### config.mk
export PLATFORM = sky130hd
export DESIGN_NAME = tt_um_hoene_protocol_decoder
export DESIGN_NICKNAME = d
export VERILOG_FILES = /design/src/rtl/tt_um_hoene_pkg.sv /design/src/rtl/tt_um_hoene_pulse_timer.sv /design/src/rtl/tt_um_hoene_protocol_decoder.sv
export SDC_FILE = /design/constraint.sdc
export NUM_CORES = 1
export LEC_CHECK = 0
export ABC_AREA = 1
export CORE_ASPECT_RATIO = 2
export CORE_MARGIN = 1.5
export CORE_UTILIZATION = 30
export CTS_BUF_LIST = sky130_fd_sc_hd__clkbuf_16
export CTS_CLUSTER_SIZE = 25
export DETAILED_ROUTE_END_ITERATION = 16
export HOLD_SLACK_MARGIN = 0.15
export SYNTH_ARGS = -nofsm -noshare
export SYNTH_HDL_FRONTEND = slang
export SYNTH_SLANG_ARGS = --single-unit
### constraint.sdc
create_clock -name clk -period 2.1 [get_ports clk]
set_input_delay 0.21 -clock clk [delete_from_list [all_inputs] [get_ports clk]]
set_output_delay 0.21 -clock clk [all_outputs]
set_load 0.02 [all_outputs]
### src/rtl/tt_um_hoene_pkg.sv
// rtl/tt_um_hoene_pkg.sv - shared state type and default timing for the smart-LED decoder
package tt_um_hoene_pkg;

   typedef enum logic [0:0] {
      RECEIVE = 1'b0,
      FORWARD = 1'b1
   } state_e;

   localparam int DEF_CNT_W           = 8;
   localparam int DEF_WORD_BITS       = 24;
   localparam int DEF_T_MIN_HIGH      = 2;
   localparam int DEF_T_BIT_THRESHOLD = 12;
   localparam int DEF_T_RESET         = 100;
   localparam int DEF_T_MAX_HIGH      = 40;

endpackage

### src/rtl/tt_um_hoene_pulse_timer.sv
// rtl/tt_um_hoene_pulse_timer.sv - line edge detection and saturating high/low run counters
module tt_um_hoene_pulse_timer #(
   parameter int CNT_W = 8
) (
   input  logic             clk,
   input  logic             rst_n,
   input  logic             in,
   output logic             prev_in,
   output logic             fall,
   output logic [CNT_W-1:0] high_cnt,
   output logic [CNT_W-1:0] low_cnt,
   output logic [CNT_W-1:0] low_cnt_nxt
);

   localparam logic [CNT_W-1:0] CNT_MAX = '1;

   logic             prev_in_q, prev_in_d;
   logic             rise;
   logic [CNT_W-1:0] high_cnt_q, high_cnt_d;
   logic [CNT_W-1:0] low_cnt_q, low_cnt_d;

   always_comb begin
      rise       = in & ~prev_in_q;
      fall       = ~in & prev_in_q;
      prev_in_d  = in;
      high_cnt_d = '0;
      low_cnt_d  = '0;
      // each counter restarts at 1 on the edge that opens its run
      if (in) begin
         if (rise)
            high_cnt_d = CNT_W'(1);
         else
            high_cnt_d = (high_cnt_q == CNT_MAX) ? CNT_MAX : high_cnt_q + CNT_W'(1);
      end else begin
         if (fall)
            low_cnt_d = CNT_W'(1);
         else
            low_cnt_d = (low_cnt_q == CNT_MAX) ? CNT_MAX : low_cnt_q + CNT_W'(1);
      end
   end

   always_ff @(posedge clk or negedge rst_n) begin
      if (!rst_n) begin
         prev_in_q  <= 1'b0;
         high_cnt_q <= '0;
         low_cnt_q  <= '0;
      end else begin
         prev_in_q  <= prev_in_d;
         high_cnt_q <= high_cnt_d;
         low_cnt_q  <= low_cnt_d;
      end
   end

   assign prev_in     = prev_in_q;
   assign high_cnt    = high_cnt_q;
   assign low_cnt     = low_cnt_q;
   assign low_cnt_nxt = low_cnt_d;

endmodule

### src/rtl/tt_um_hoene_protocol_decoder.sv
// rtl/tt_um_hoene_protocol_decoder.sv - smart-LED decoder: bit classify, word capture, forward, latch
// Optional sticky pulse-width error flag enabled by defining HOENE_DECODER_ERROR_DETECT_EN.
module tt_um_hoene_protocol_decoder
   import tt_um_hoene_pkg::*;
#(
   parameter int CNT_W           = DEF_CNT_W,
   parameter int WORD_BITS       = DEF_WORD_BITS,
   parameter int T_MIN_HIGH      = DEF_T_MIN_HIGH,
   parameter int T_BIT_THRESHOLD = DEF_T_BIT_THRESHOLD,
`ifdef HOENE_DECODER_ERROR_DETECT_EN
   parameter int T_MAX_HIGH      = DEF_T_MAX_HIGH,
`endif
   parameter int T_RESET         = DEF_T_RESET
) (
   input  logic                 clk,
   input  logic                 rst_n,
   input  logic                 in,
   output logic                 dout,
   output logic [WORD_BITS-1:0] data,
   output logic                 data_valid,
   output logic                 bit_valid,
   output logic                 bit_value,
   output logic                 latch,
   output logic                 error
);

   localparam int              BC_W     = $clog2(WORD_BITS);
   localparam logic [BC_W-1:0] LAST_BIT = BC_W'(WORD_BITS - 1);

   logic             prev_in, fall;
   logic [CNT_W-1:0] high_cnt, low_cnt, low_cnt_nxt;

   tt_um_hoene_pulse_timer #(.CNT_W(CNT_W)) u_timer (
      .clk         (clk),
      .rst_n       (rst_n),
      .in          (in),
      .prev_in     (prev_in),
      .fall        (fall),
      .high_cnt    (high_cnt),
      .low_cnt     (low_cnt),
      .low_cnt_nxt (low_cnt_nxt)
   );

   state_e               state_q, state_d;
   logic [WORD_BITS-1:0] shift_q, shift_d, data_q, data_d;
   logic [BC_W-1:0]      bit_count_q, bit_count_d;
   logic                 bit_valid_q, bit_valid_d, bit_value_q, bit_value_d;
   logic                 data_valid_q, data_valid_d, latch_q, latch_d;
   logic                 pulse_ok, pulse_one;

   always_comb begin
      pulse_ok     = fall && (high_cnt >= CNT_W'(T_MIN_HIGH));
      pulse_one    = high_cnt >= CNT_W'(T_BIT_THRESHOLD);
      // second term keeps a saturated counter from re-firing the latch
      latch_d      = (low_cnt_nxt == CNT_W'(T_RESET)) && (low_cnt != CNT_W'(T_RESET));
      state_d      = state_q;
      shift_d      = shift_q;
      data_d       = data_q;
      bit_count_d  = bit_count_q;
      bit_valid_d  = 1'b0;
      bit_value_d  = 1'b0;
      data_valid_d = 1'b0;
      if (latch_d) begin
         state_d     = RECEIVE;
         bit_count_d = '0;
         shift_d     = '0;
      end else if (pulse_ok && state_q == RECEIVE) begin
         bit_valid_d = 1'b1;
         bit_value_d = pulse_one;
         shift_d     = {shift_q[WORD_BITS-2:0], pulse_one};
         if (bit_count_q == LAST_BIT) begin
            data_d       = shift_d;
            data_valid_d = 1'b1;
            bit_count_d  = '0;
            state_d      = FORWARD;
         end else begin
            bit_count_d = bit_count_q + BC_W'(1);
         end
      end
   end

   always_ff @(posedge clk or negedge rst_n) begin
      if (!rst_n) begin
         state_q      <= RECEIVE;
         shift_q      <= '0;
         data_q       <= '0;
         bit_count_q  <= '0;
         bit_valid_q  <= 1'b0;
         bit_value_q  <= 1'b0;
         data_valid_q <= 1'b0;
         latch_q      <= 1'b0;
      end else begin
         state_q      <= state_d;
         shift_q      <= shift_d;
         data_q       <= data_d;
         bit_count_q  <= bit_count_d;
         bit_valid_q  <= bit_valid_d;
         bit_value_q  <= bit_value_d;
         data_valid_q <= data_valid_d;
         latch_q      <= latch_d;
      end
   end

`ifdef HOENE_DECODER_ERROR_DETECT_EN
   logic error_q, error_d, pulse_bad;

   always_comb begin
      pulse_bad = fall && ((high_cnt < CNT_W'(T_MIN_HIGH)) || (high_cnt > CNT_W'(T_MAX_HIGH)));
      error_d   = pulse_bad || (error_q && !latch_d);
   end

   always_ff @(posedge clk or negedge rst_n) begin
      if (!rst_n)
         error_q <= 1'b0;
      else
         error_q <= error_d;
   end

   assign error = error_q;
`else
   assign error = 1'b0;
`endif

   assign dout       = (state_q == FORWARD) & prev_in;
   assign data       = data_q;
   assign data_valid = data_valid_q;
   assign bit_valid  = bit_valid_q;
   assign bit_value  = bit_value_q;
   assign latch      = latch_q;

endmodule

Yosys cells after proc, flatten, opt, wreduce, memory -nomap -nowiden
Index checks and enable logic that the tools add are counted.
- output and inout port bits: 30
- register bits: 74
- input bits: 3
- word-level logic and storage cells: 56
- eq/ne operators: 5
- muxes and demuxes: 21
- reductions and logical operators: 7
- $add $sub $neg: 3
- bitwise operators: 7
- order comparisons: 2
- operators with widths (cell ; number):
    8-bit two-way mux ; 6
    23-bit two-way mux ; 2
    8-bit by 1-bit adder with 8-bit output (second input constant) ; 2
    8-bit equality test (second input constant) ; 2
    5-bit two-way mux ; 3
    1-bit two-way mux ; 10
    8-bit by 7-bit equality test with 1-bit output (second input constant) ; 1
    8-bit by 2-bit greater-or-equal comparator with 1-bit output (second input constant) ; 1
    8-bit by 4-bit greater-or-equal comparator with 1-bit output (second input constant) ; 1
    8-bit by 7-bit != test with 1-bit output (second input constant) ; 1
    5-bit by 1-bit adder with 5-bit output (second input constant) ; 1
    5-bit equality test (second input constant) ; 1
    1-bit inverter ; 4
    2-bit nonzero test ; 2
    1-bit bitwise AND ; 3
    1-bit logical AND ; 3
    3-bit AND reduction ; 1
    2-bit AND reduction ; 1

Logic depth before layout (Yosys ltp)
- depth after elaboration: 8
- mapped depth: 12

Hierarchy
From an unflattened synthesis, not the netlist that was laid out.
- cell total of the unflattened synthesis: 395
- area total of the unflattened synthesis: 3405.8 µm²
- modules (own cells, without submodules) (module ; sequential area each (µm²) ; instances ; cells each ; area each (µm²)):
    tt_um_hoene_protocol_decoder ; 1426.4 ; 1 ; 285 ; 2517.4
    tt_um_hoene_pulse_timer ; 425.4 ; 1 ; 110 ; 888.4

Worst setup path before layout
No wires, ideal clock.
- path type: register to register
- start point: reg u_timer.low_cnt_q[0], in the netlist u_timer.low_cnt[0]
- end point: reg shift_q[10]
- arrival time: 1.519 ns
- setup slack: 0.464 ns
- cell stages (with the launch flop): 13
- setup time: 0.117 ns
- data required time: 1.983 ns
- buffers on the path: 1
- clock period less this slack: 1.636 ns
- cells stage by stage: dfrtp_1 > ha_1 > nand2_2 > nor2_4 > nand2_4 > inv_2 > nor2_1 > nand3_1 > nor2_2 > nand3_2 > buf_6 > nand3_2 > nand2_1
- cells in the longest elaborated chain, start to end: 7
- elaborated cells on any way between the ends: 10
- those cells by class: add/sub: 1; eq/ne: 3; mux: 4; reduce/logical: 2
- RTL lines (item ; line ; source):
    from (decl) ; tt_um_hoene_pulse_timer.sv:20 ; logic [CNT_W-1:0] low_cnt_q, low_cnt_d;
    from (signal assigned) ; tt_um_hoene_pulse_timer.sv:50 ; low_cnt_q <= low_cnt_d;
    8-bit by 1-bit adder with 8-bit output or 8-bit equality test (tied branches) ; tt_um_hoene_pulse_timer.sv:38 ; low_cnt_d = (low_cnt_q == CNT_MAX) ? CNT_MAX : low_cnt_q + CNT_W'(1);
    8-bit two-way mux ; tt_um_hoene_pulse_timer.sv:38 ;
    8-bit two-way mux ; tt_um_hoene_pulse_timer.sv:35 ; if (fall)
    8-bit two-way mux ; tt_um_hoene_pulse_timer.sv:29 ; if (in) begin
    8-bit by 7-bit equality test with 1-bit output ; tt_um_hoene_protocol_decoder.sv:55 ; latch_d = (low_cnt_nxt == CNT_W'(T_RESET)) && (low_cnt != CNT_W'(T_RESET));
    1-bit logical AND (*) ; tt_um_hoene_protocol_decoder.sv:55 ;
    23-bit two-way mux or 2-bit nonzero test (tied branches) ; n/a ;
    to (signal assigned) ; tt_um_hoene_protocol_decoder.sv:94 ; shift_q <= shift_d;
    to (decl) ; tt_um_hoene_protocol_decoder.sv:45 ; logic [WORD_BITS-1:0] shift_q, shift_d, data_q, data_d;
Every way passes the cells marked *; elsewhere a longest branch is shown, timed or not.
A chain may end at the register's enable or synchronous reset.

Final worst setup path
- start point: reg u_timer.low_cnt_q[0], in the netlist u_timer.low_cnt[0]
- end point: reg state_q
- cells in the longest elaborated chain, start to end: 8
- elaborated cells on any way between the ends: 12
- those cells by class: add/sub: 1; eq/ne: 3; mux: 4; reduce/logical: 4
- RTL lines (item ; line ; source):
    8-bit by 1-bit adder with 8-bit output or 8-bit equality test (tied branches) ; tt_um_hoene_pulse_timer.sv:38 ;
    8-bit two-way mux ; tt_um_hoene_pulse_timer.sv:38 ;
    8-bit two-way mux ; tt_um_hoene_pulse_timer.sv:35 ;
    8-bit two-way mux ; tt_um_hoene_pulse_timer.sv:29 ;
    8-bit by 7-bit equality test with 1-bit output ; tt_um_hoene_protocol_decoder.sv:55 ;
    1-bit logical AND (*) ; tt_um_hoene_protocol_decoder.sv:55 ;
    2-bit nonzero test (no source line) ; n/a ;
    2-bit AND reduction (no source line) ; n/a ;
    to (signal assigned) ; tt_um_hoene_protocol_decoder.sv:93 ; state_q <= state_d;
    to (decl) ; tt_um_hoene_protocol_decoder.sv:44 ; state_e state_q, state_d;
Marks and branches as above.

==> results <==
- In this run, the number of DRC markers left after iteration 0 of detailed routing was 170.
- The root cell of the clock tree is clkbuf_16.
- Sorting the synthesized cells by area gives the leading types as dfrtp_1 53%, nand2_1 18%, nand3_2 8.4%, inv_1 3.4%, nand3_1 2.0%.
- The count of state elements after synthesis is 74.
- After layout, the minimum clock period comes to 1860 ps.
- The final setup TNS is 0 ps.
- The nature of the critical path startpoint is a register.
- The path type of the worst setup path is reg2reg.
- The worst setup path is captured at a register.
- Counting cells, the worst reg-to-reg path comes to 12.
- Buffers added to address setup during post-CTS repair amount to 0.
- The number of buffers on the longest clock path is 2.
- The share of the Yosys chip area taken by registers is 0.534.
- The flow ran to the end, and the final reports show no timing, DRC or antenna violations.
- The routed layout has between 2000 and 3000 vias.
- The type of the tightest min-delay check is in2async.
- After the last flow step, the layout net total stands at 432.
- The number of detailed-route iterations in the first pass is 4.
- Clock-pin slew was measured on the worst setup and hold paths at 60 ps.
- The depth of the CTS H-tree is 3.
- The largest area contributor in the synthesized netlist is dfrtp_1.
- The die outline width is 79.0 um.
- Clock latency on the worst-skew pair, taken at its later pin, is ~340 ps.
- Once detail routing completed, the nets flagged for antenna violations numbered 0.
- The number of library cell types mapped by synthesis is 29.
- The data arrival time of the critical path is 2080 ps.
- The detailed-routing wirelength on met1 is 2860 um.
- Timing analysis after detailed placement gives a worst setup slack of 168 ps.
- The final wirelength is 7080 um.
- The count of unresolved DRC violations after routing is 0.
- In this run the vertical extent of the chip is 155 um.
- After detailed routing, the met3 layer carries about 170 um of wire.
- The post-synthesis async set-or-reset flop share is 1.00.
- The area growth from synthesis to layout is 21.1%.
- Max-cap violations in this run came to 0.
- The highest layer touched by signal routing is met4.
- The max-slew headroom at the worst pin is 0.651.
- The wire length on met2 is approximately 3800 um.
- The post-synthesis average cell area is just under 9 um2.
- Setup violations remaining at the end of the flow were counted as 0.
- The number of top-level design ports is 33.
- Counting the buffers created by CTS gives 9.
- The cell count after synthesis came out at 389.
- Row generation in the floorplan step produced between 50 and 60 rows.
- The worst setup skew after layout is 4.55 ps.
- TritonCTS built the clock tree.
- The number of global-route vias before repair is around 2600.
- The share of synthesized area in the top cell type comes to 0.534.
- The post-synthesis net count is 397.
- The number of antenna cells inserted is 0.
- The first global-routing pass estimated 12300 um of wire.
- The cell area that synthesis handed to floorplanning was approximately 0.0035 mm2.
- The number of fill cells in the layout is 1168.
- The total power per unit cell area is around 800 mW/mm2.
- Along the worst path, the maximum fanout reaches 30.
- The flip-flop and latch area is 0.00185 mm2.
- The placeable core region is 0.0113 mm2.
- The number of antenna violations at the first check in global routing is 0.
- For the worst setup path, the data required time is 2310 ps.
- For this configuration, the core starts out at a cell density of 0.307.
- The ratio of routed vias to standard cells is 4.49.
- The count of buffers inserted at the top-level ports is 31.
- The maximum number of pins on one net before global-route repair is 42.
- At the pin with the least slew margin, the transition time is 524 ps.
- For this run, the total global-route usage over all layers was measured as 0.128.
- Setup repair after global routing left no endpoint under its margin.
- The final routed wire length divided by cell count is 12.4 um.
- After layout, the worst setup slack is 236 ps.
- The multi-input combinational cell area is between 0.001 and 0.0015 mm2.
- The wire-length estimate of the detail-placed layout is between 4000 and 5000 um.
- IR analysis of the VDD net gives a maximum drop of ~0.00040 V.
- During synthesis, Yosys emitted a total of 0 warnings.
- Dividing the final minimum period by the clock period gives 0.887.
- In the post-synthesis netlist, the cell with the most instances is nand2_1.
- The final RePlAce weighted congestion is a little over 0.8.
- The max-slew violation count is 0.
- In the final layout, the share of cells above drive strength 1 is 0.159.
- The die area is 0.0123 mm2.
- The most common flop cell mapped by yosys is dfrtp_1.
- The static leakage is 2.19 nW.
- The number of hold violations in the final report came to 0.
- Derived from the worst setup path, the maximum achievable clock frequency is 0.537 GHz.
- The synthesized design contains 0 enable-type register cells.
- The CTS sink count is 74.
- The commonest cells after synthesis are 163 x nand2_1, 74 x dfrtp_1, 31 x inv_1, 29 x nand3_2, 17 x nor2_1.
- The total grt overflow is 0.
logic make-up after synthesis:
kind of cell	after synthesis	synth area share
simple gates	240	0.334
flops	74	0.534
buf+inv	50	0.0783
compound gates	16	0.0274
fa+ha+maj	5	0.0180
xor+xnor	3	0.00758
other cells	1	0.00108
cells in the final DEF (no fill, tap or decap), drive strengths merged:
| cell | n |
|---|---|
| nand2 | 167 |
| dfrtp | 74 |
| nand3 | 43 |
| inv | 35 |
| clkdlybuf4s50 | 30 |
| nor2 | 22 |
| clkbuf | 9 |
| buf | 8 |
| o21ai | 6 |
| a21oi | 5 |
| nand4 | 5 |
| ha | 5 |
| clkinv | 4 |
| a31oi | 3 |
| a31o | 2 |
| xor2 | 2 |
| bufinv | 2 |
| nor4 | 2 |
| xnor2 | 1 |
| nor3 | 1 |
| conb | 1 |
| clkinvlp | 1 |
| dlygate4sd3 | 1 |
worst max-delay path: stages (launching register included):
cell and delay (ps):
dfrtp_1 420, ha_2 240, nand2_2 100, nor2_4 40
nand2_4 100, nand2_1 60, nand2_1 80, nand2_1 60
nor2_1 180, nand3_2 130, buf_12 200, nand2_2 70
nand2_1 50
repair_timing:
item	in CTS	in global routing
hold buffers	1	0
hold endpoints to repair	38	0
setup endpoints to repair	0	28
resized for setup	0	1
routing by layer:
metal  global-route usage  up-vias
li1                     -     1287
met1                0.139     1231
met2                0.226       35
met3               0.0323       12
met4               0.0660        0
met5                    0        -
power breakdown:
group	switching, W	internal (W)
clock network	0.000574	0.00102
logic	0.000109	0.0000666
registers	0.0000535	0.00147
total	0.000737	0.00256
layout make-up:
class	instances	share of cell area
sequential	74	0.441
multi-input combinational	265	0.321
timing repair buffer	39	0.0912
clock buffer	9	0.0536
tap	142	0.0423
inverter	35	0.0313
clock inverter	7	0.0200
through the flow:
| step | hold slack, ps | instance area [um2] | total power [W] | utilization | cells |
|---|---|---|---|---|---|
| 3_5_place_dp | 222 | 3880 | 0.00172 | 0.344 | 554 |
| 2_1_floorplan | -85.6 | 3470 | 0.00166 | - | 389 |
| 5_1_grt | 435 | 4200 | 0.00342 | 0.372 | 571 |
| 4_1_cts | 410 | 4200 | 0.00333 | 0.372 | 571 |
| 6_report | 391 | 4200 | 0.00330 | 0.372 | 571 |
| 3_3_place_gp | 210 | 3880 | 0.00171 | 0.344 | 554 |
state kept, by name, indices dropped and copies added, names as in the netlist, 5 cells and up:
register          flops
data                 24
shift_q              23
u_timer.high_cnt      8
u_timer.low_cnt       8
bit_count_q           5
final timing paths:
| kind | from | end | slack (ps) |
|---|---|---|---|
| worst max-delay path | u_timer.low_cnt[0] | state_q | 240 |
| worst min-delay path | rst_n | data[19] | 390 |
| worst max register to register | u_timer.low_cnt[0] | state_q | 240 |
| worst min register to register | data[9] | data[9] | 470 |
| max in group asynchronous | rst_n | bit_value | 1080 |
| min in group clk | in | u_timer.prev_in | 450 |
Power figures use the tool's default switching activity.
